### src/rtl/dataint_crc_xor_shift.sv
// One bit of a normal-form (MSB-first) LFSR CRC update.
module dataint_crc_xor_shift #(
    parameter int WIDTH = 32
) (
    input  logic [WIDTH-1:0] crc_in,
    input  logic [WIDTH-1:0] poly,
    input  logic             bit_in,
    output logic [WIDTH-1:0] crc_out
);

    logic fb;

    assign fb      = crc_in[WIDTH-1] ^ bit_in;
    assign crc_out = (crc_in << 1) ^ (fb ? poly : '0);

endmodule

### config.mk
export PLATFORM = sky130hd
export DESIGN_NAME = dataint_crc_xor_shift
export DESIGN_NICKNAME = d
export VERILOG_FILES = /design/src/rtl/dataint_crc_xor_shift.sv
export SDC_FILE = /design/constraint.sdc
export NUM_CORES = 1
export LEC_CHECK = 0
export BUFFER_PORTS_ARGS = -buffer_cell sky130_fd_sc_hd__buf_2
export CORE_MARGIN = 3
export CORE_UTILIZATION = 27
export DETAILED_ROUTE_END_ITERATION = 8
export GPL_TIMING_DRIVEN = 1
export PLACE_DENSITY = 0.9
export SYNTH_ARGS = -nofsm -noshare
export SYNTH_HDL_FRONTEND = slang
export SYNTH_SLANG_ARGS = --single-unit
### constraint.sdc
create_clock -name vclk -period 1.4
set_input_delay 0.14 -clock vclk [all_inputs]
set_output_delay 0.14 -clock vclk [all_outputs]
set_load 0.005 [all_outputs]
Word-level counts from Yosys, hierarchy flattened
Index checks and enable logic that the tools add are counted.
{"block": "totals", "wordCells": 3, "out_inout_bits": 32, "in_bits": 65, "register_bits": 0}
{"block": "op_classes", "bitwise_logic": 2, "mux": 1}
{"operator": "two-way mux 32 bit", "n": 1}
{"operator": "bitwise XOR 32 bit", "n": 1}
{"operator": "bitwise XOR 1 bit", "n": 1}

Longest topological paths before layout
Gate-level depths: netlist (run 1).
{"block": "logic_depth", "ltp_word": 3, "ltp_mapped": 4, "ltp_nobuf": 3}

Least setup slack after synthesis (run 1)
No wires, ideal clock.
{"block": "synth_timing", "path_type": "input to output", "start": "in bit_in", "end": "out crc_out[10]", "path_slack_ps": 461, "path_stages": 4, "path_buffers": 1, "arrival_ps": 799, "required_ps": 1260, "path_cell_list": "xor2_2 -> buf_6 -> nand2_1 -> xnor2_1"}
{"block": "synth_via", "elab_chain_cells": 3}
{"element": "from (decl)", "line": "7", "source": "input logic bit_in,"}
{"element": "bitwise XOR 1 bit", "line": "13", "source": "assign fb = crc_in[WIDTH-1] ^ bit_in;"}
{"element": "two-way mux 32 bit", "line": "14", "source": "assign crc_out = (crc_in << 1) ^ (fb ? poly : '0);"}
{"element": "bitwise XOR 32 bit", "line": "14"}
{"element": "to (decl)", "line": "8", "source": "output logic [WIDTH-1:0] crc_out"}
Every way passes these cells.

Worst setup path after layout (run 1)
{"block": "layout_timing", "start": "in bit_in", "end": "out crc_out[30]"}
Same word-level chain as after synthesis.

==> results of run 1 <==
worst paths after layout:
path	endpoint	slack, ns	cells after the start
hold / removal	crc_out[19]	0.53	3
setup / recovery	crc_out[30]	0.25	6
synthesized netlist by cell type:
cell / n / area, sq um
buf_6: 3 / 33.8
and2_1: 1 / 6.26
xor2_2: 1 / 16.3
nand2_2: 4 / 25.0
xnor2_1: 31 / 272
nand2_1: 27 / 101
layer usage:
metal / up-vias / part of all wire [%] / GRT usage [%]
li1: 389 / - / -
met1: 298 / 34 / 16.4
met2: 49 / 53 / 28.7
met3: 0 / 13 / 1.92
met4: 0 / 0 / 0
met5: - / 0 / 0
metrics by stage:
step | cells | setup WS [ns]
floorplan | 67 | 0.461
global placement | 179 | 0.269
detailed placement | 179 | 0.236
CTS | 179 | 0.230
global route | 179 | 0.117
finish | 179 | 0.250
cells in the final DEF (no fill, tap or decap):
cell type	n
buf_2	97
xnor2_1	31
nand2_1	27
nand2_2	4
buf_4	2
xor2_2	1
and2_1	1
cell type report:
| class | instances | area (sq um) |
|---|---|---|
| multi-input cells | 64 | 420 |
| repair buffers | 99 | 500 |
| fillers | 168 | 601 |
| well taps | 16 | 20.0 |
worst max-delay path, cell delays in order:
cell     delay (ns)
buf_2          0.11
xor2_2         0.16
buf_4          0.23
nand2_1        0.09
xnor2_1        0.15
buf_2          0.14
kinds of logic after synthesis:
family,share of synthesized area [%]
xor+xnor,63.4
buf+inv,7.44
simple gates,29.2
power by group through the flow:
| stage | logic [mW] | registers [mW] | clock network, mW |
|---|---|---|---|
| 2_1_floorplan | 0.203 | 0 | 0 |
| 3_5_place_dp | 0.415 | 0 | 0 |
| 5_1_grt | 0.454 | 0 | 0 |
| 6_report | 0.410 | 0 | 0 |
| 4_1_cts | 0.416 | 0 | 0 |
| 3_3_place_gp | 0.403 | 0 | 0 |
==> impl_metrics.yaml, run 1 <==
outcome:
  status: "finished clean"
sta:
  final.setup.tns_ns: 0
  slew_viol_final: 0
  timing.final.crit_share_pct: 82.2
  rsz0062_at_grt: "no"
  relSlewSlack_pct: 89.4
  layout_min_cycle_time_ns: 1.15
  timing.fmax_mhz: 869
  whs_ns: 0.534
  tightestPinTransition_ns: 0.159
  hold_viol: 0
  finalSetupViolCount: 0
synthesis:
  ys_seq_area_share_pct: 0
  syn-num-nets: 132
  yosys_warnings: 0
  netlist_instances: 67
  syn_avg_cell_area_sq_um: 6.78
  synth_cell_type_count: 6
  syn_area_sq_um: 454
cts:
  post_cts_resized: 0
  holdBufCountCts: 0
  post_cts_buffers: 0
final_layout:
  drive_gt1_share_pct: 63.8
  fin_area_sq_um: 941
  clkbuf_count: 0
  register_area_sq_um: 0
  post-route-util_pct: 61.0
  seq_cell_count: 0
  antenna_cells: 0
  areaGrowthSynthToFinish_pct: 107
  nNetsFinal: 230
global_route:
  grt_max_degree: 18
  grt_pass1_vias: 644
  track_usage_pct: 14.2
  antenna_found_initial: 0
  overflow: 0
  grt_pass1_wl_um: 2420
power_and_ir_drop:
  p_switching_uw: 174
  peakVddDrop_mv: 0.266
  cellPowerDensity_mw_per_mm2: 435
  pwr-share-seq_pct: 0
  power_uw: 410
  p_int_uw: 236
  p_leak_nw: 0.542
  pwr-share-comb_pct: 100.0
  pwr-share-clk_pct: 0
  swShare_pct: 42.5
worst_hold_path:
  min_from: "crc_in[18]"
  hold_class: "primary input to output port"
detailed_routing:
  viasPerCell: 4.11
  final_antenna_net_count: 0
  dr_total_vias: 736
  totalWireLength_um: 1830
  wire_per_inst_um: 10.2
  dr.pass1.iters: 3
  drcViolationCount: 0
  drtIter0Drc: 6
worst_setup_path:
  critPathLaunchType: "primary input"
  cp_max_fo: 17
  crit_start: "bit_in"
  end_kind: "output port"
  arrival_ns: 1.01
  path_class: "primary input to output port"
  crit_required_ns: 1.26
floorplan:
  num_rows: 14
  io_pins: 97
  die_w_um: 47.0
  start_util_pct: 29.5
  dieArea_sq_mm: 0.00221
  coreArea_sq_mm: 0.00154
  fp.dieH_um: 47.0
flow_run:
  cap_violations: 0
placement:
  hpwl_um: 1760
  routabilityCongestion: 0.657
  place_area_sq_um: 941
  port_buffers: 97
Power figures use the tool's default switching activity.
==> run 2, diff against run 1 <==
--- a/config.mk
+++ b/config.mk
@@ -7,10 +7,10 @@
 export LEC_CHECK = 0
 export BUFFER_PORTS_ARGS = -buffer_cell sky130_fd_sc_hd__buf_2
 export CORE_MARGIN = 3
-export CORE_UTILIZATION = 27
+export CORE_UTILIZATION = 25
 export DETAILED_ROUTE_END_ITERATION = 8
 export GPL_TIMING_DRIVEN = 1
-export PLACE_DENSITY = 0.9
+export PLACE_DENSITY = 0.84
 export SYNTH_ARGS = -nofsm -noshare
 export SYNTH_HDL_FRONTEND = slang
 export SYNTH_SLANG_ARGS = --single-unit
==> constraint.sdc (replaced) <==
create_clock -name vclk -period 1.15
set_input_delay 0.115 -clock vclk [all_inputs]
set_output_delay 0.115 -clock vclk [all_outputs]
set_load 0.005 [all_outputs]
==> impl_metrics.yaml, run 2 (synthesized netlist as in run 1, its figures left out) <==
final_layout:
  antenna_cells: 0
  fin_cells: 189
  post-route-util_pct: 64.0
  clkbuf_count: 0
  register_area_sq_um: 0
  nNetsFinal: 232
  areaGrowthSynthToFinish_pct: 127
  most-common-layout-cells: "buf_2 (95), xnor2_1 (28), nand2_1 (25), nand2_2 (4)"
  seq_cell_count: 0
  layout_commonest_cell: "buf_2"
  fin_area_sq_mm: 0.00103
  drive_gt1_share_pct: 67.3
detailed_routing:
  dr_total_vias: 765
  totalWireLength_um: 2070
  viasPerCell: 4.05
  dr.pass1.iters: 3
  drtIter0Drc: 6
  drcViolationCount: 0
  wire_per_inst_um: 11.0
  final_antenna_net_count: 0
global_route:
  track_usage_pct: 15.3
  grt_pass1_wl_um: 3080
  grt_max_degree: 18
  overflow: 0
  grt_pass1_vias: 751
  antenna_found_initial: 0
floorplan:
  start_util_pct: 28.2
  die_w_um: 48.6
  io_pins: 97
  coreArea_sq_mm: 0.00161
  num_rows: 14
  dieArea_sq_mm: 0.00236
  fp.dieH_um: 48.6
worst_setup_path:
  worst_path_max_delay_cell: "xor2_4"
  slowest_delay_ns: 0.19
  critPathLaunchType: "primary input"
  crit_buf_inv: 3
  arrival_ns: 0.96
  crit_required_ns: 1.03
  cp_max_fo: 8
  crit_chain: "buf_4, xor2_4, buf_6, nand2_4, xnor2_2, buf_2"
  end_kind: "output port"
  path_class: "primary input to output port"
  crit_family: "buffers and inverters"
power_and_ir_drop:
  pwr-share-clk_pct: 0
  p_switching_uw: 232
  p_int_uw: 317
  pwr-share-comb_pct: 100.0
  power_uw: 549
  pwr-share-seq_pct: 0
  p_leak_nw: 0.587
  cellPowerDensity_mw_per_mm2: 533
  swShare_pct: 42.2
  peakVddDrop_mv: 0.330
cts:
  post_cts_buffers: 0
  holdBufCountCts: 0
  post_cts_resized: 0
placement:
  place_area_sq_um: 951
  dp.cells: 187
  port_buffers: 97
  routabilityCongestion: 0.676
  hpwl_um: 1770
  place_ws_ns: 0.0288
sta:
  timing.fmax_mhz: 931
  finalSetupViolCount: 0
  slew_viol_final: 0
  tightestPinTransition_ns: 0.190
  final.setup.tns_ns: 0
  timing.final.crit_share_pct: 93.4
  whs_ns: 0.483
  rsz0062_at_grt: "yes"
  hold_viol: 0
  relSlewSlack_pct: 87.3
  worst_slack_ns: 0.0761
  layout_min_cycle_time_ns: 1.07
worst_hold_path:
  hold_class: "primary input to output port"
flow_run:
  cap_violations: 0
outcome:
  status: "finished clean"
run 2: area by class of cell:
class,instances,area (sq um)
fill,158,581
tap,24,30.0
timing repair buffer,101,532
multi-input combinational,64,469
run 2: power by group through the flow:
stage	Sequential [mW]	Combinational (mW)	Clock (mW)
6_report	0	0.549	0
4_1_cts	0	0.506	0
3_5_place_dp	0	0.504	0
5_1_grt	0	0.605	0
3_3_place_gp	0	0.492	0
2_1_floorplan	0	0.247	0
run 2: path summary, 6_finish.rpt:
kind / slack, ns / startpoint / to / depth (start not counted)
hold / removal: 0.48 / crc_in[29] / crc_out[30] / 3
setup / recovery: 0.08 / bit_in / crc_out[26] / 6
run 2: layer usage:
metal	track usage, %	routed length (um)
met1	14.1	671
met2	33.0	1100
met3	5.21	307
met4	0	0
met5	0	0
==> run 3, diff against run 2 <==
--- a/config.mk
+++ b/config.mk
@@ -5,12 +5,13 @@
 export SDC_FILE = /design/constraint.sdc
 export NUM_CORES = 1
 export LEC_CHECK = 0
+export ABC_AREA = 1
 export BUFFER_PORTS_ARGS = -buffer_cell sky130_fd_sc_hd__buf_2
 export CORE_MARGIN = 3
-export CORE_UTILIZATION = 25
+export CORE_UTILIZATION = 36
 export DETAILED_ROUTE_END_ITERATION = 8
 export GPL_TIMING_DRIVEN = 1
-export PLACE_DENSITY = 0.84
+export PLACE_DENSITY = 0.85
 export SYNTH_ARGS = -nofsm -noshare
 export SYNTH_HDL_FRONTEND = slang
 export SYNTH_SLANG_ARGS = --single-unit
==> impl_metrics.yaml, run 3 <==
detailed_routing:
  dr.pass1.iters: 4
  drcViolationCount: 0
  dr_total_vias: 1396
  drtIter0Drc: 18
  final_antenna_net_count: 0
  wire_per_inst_um: 8.97
  viasPerCell: 4.83
  totalWireLength_um: 2590
synthesis:
  netlist.area_leader.share_pct: 27.0
  synth_common_cells: "nand2_1 (62), inv_1 (32), nand3_1 (31), nand4_1 (31), buf_6 (6)"
  syn_area_sq_um: 861
  synth_cell_type_count: 11
  yosys_warnings: 0
  syn_avg_cell_area_sq_um: 5.00
  netlist_instances: 172
  synth.area.top_cells: "nand2_1 (27%), nand4_1 (23%), nand3_1 (18%), inv_1 (14%), buf_6 (7.8%)"
  syn-num-nets: 237
  synth_top_area_cell: "nand2_1"
  ys_seq_area_share_pct: 0
  yosysMostFrequentCell: "nand2_1"
global_route:
  track_usage_pct: 15.3
  grt_max_degree: 34
  antenna_found_initial: 0
  grt_pass1_vias: 991
  grt_pass1_wl_um: 3740
  overflow: 0
sta:
  layout_min_cycle_time_ns: 0.979
  timing.final.crit_share_pct: 85.1
  final.setup.tns_ns: 0
  finalSetupViolCount: 0
  timing.fmax_mhz: 1020
  hold_viol: 0
  tightestPinTransition_ns: 0.133
  whs_ns: 0.501
  slew_viol_final: 0
  relSlewSlack_pct: 91.1
  rsz0062_at_grt: "no"
final_layout:
  areaGrowthSynthToFinish_pct: 54.5
  most-common-layout-cells: "buf_2 (97), nand2_1 (62), inv_1 (32), nand3_1 (31), nand4_1 (31)"
  nNetsFinal: 328
  seq_cell_count: 0
  layout_commonest_cell: "buf_2"
  antenna_cells: 0
  clkbuf_count: 0
  fillers: 238
  register_area_sq_um: 0
  fin_cells: 289
  drive_gt1_share_pct: 39.8
placement:
  dp.cells: 289
  port_buffers: 97
  hpwl_um: 2180
  routabilityCongestion: 0.685
floorplan:
  die_w_um: 54.9
  io_pins: 97
  dieArea_sq_mm: 0.00301
  num_rows: 17
  coreArea_sq_mm: 0.00223
  fp.dieH_um: 54.9
  start_util_pct: 38.5
cts:
  post_cts_resized: 0
  post_cts_buffers: 0
  holdBufCountCts: 0
worst_setup_path:
  crit_family: "buffers and inverters"
  crit_path_end: "crc_out[30]"
  crit_chain: "buf_2, nand2_2, buf_12, nand3_1, nand2_1, nand2_1, buf_2"
  critPathLaunchType: "primary input"
  slowest_delay_ns: 0.19
  crit_buf_inv: 3
  end_kind: "output port"
  cp_max_fo: 33
  crit_required_ns: 1.03
  worst_path_max_delay_cell: "buf_12"
  crit_start: "crc_in[31]"
  path_class: "primary input to output port"
  arrival_ns: 0.86
  cp.depth: 7
power_and_ir_drop:
  cellPowerDensity_mw_per_mm2: 383
  p_leak_nw: 0.949
  power_uw: 509
  peakVddDrop_mv: 0.248
worst_hold_path:
  hold_class: "primary input to output port"
flow_run:
  cap_violations: 0
outcome:
  status: "finished clean"
==> run 3: layout make-up <==
class | instances | area, sq um | area share (%)
multi-input cells | 127 | 606 | 45.5
repair buffers | 101 | 566 | 42.5
well taps | 28 | 35.0 | 2.63
inverters | 33 | 124 | 9.31
==> run 3: kinds of logic (layout without fill, tap and decap cells) <==
kind of cell	count (synthesis)	in the layout	synth area share, %
and+or+nand+nor	127	127	70.3
buffers and inverters	45	134	29.7
==> run 3: report_power, final <==
| group | internal (mW) | leakage (nW) | switching (mW) | total (mW) |
|---|---|---|---|---|
| clock network | 0 | 0 | 0 | 0 |
| logic | 0.258 | 0.949 | 0.251 | 0.509 |
| registers | 0 | 0 | 0 | 0 |
| total | 0.258 | 0.949 | 0.251 | 0.509 |
==> run 3: how the worst min path moves through the flow <==
stage	from	to	slack, ns	cells after the start
2_1_floorplan	crc_in[9]	crc_out[10]	0.32	2
3_3_place_gp	crc_in[30]	crc_out[31]	0.50	4
3_5_place_dp	crc_in[9]	crc_out[10]	0.50	4
4_1_cts	crc_in[30]	crc_out[31]	0.50	4
5_1_grt	crc_in[19]	crc_out[20]	0.53	4
6_report	crc_in[0]	crc_out[1]	0.50	4
==> run 3: routing by layer <==
metal	GRT usage, %	part of all wire (%)
met1	18.6	41
met5	0	0
met4	0	0
met2	30.7	50
met3	0.804	9.9
==> run 3: stage by stage <==
stage / utilization [%] / cell area, sq um / worst slack [ns]
2_1_floorplan: - / 861 / 0.451
3_3_place_gp: 59.6 / 1330 / 0.194
3_5_place_dp: 59.6 / 1330 / 0.167
4_1_cts: 59.6 / 1330 / 0.165
5_1_grt: 59.6 / 1330 / 0.0789
6_report: 59.6 / 1330 / 0.171
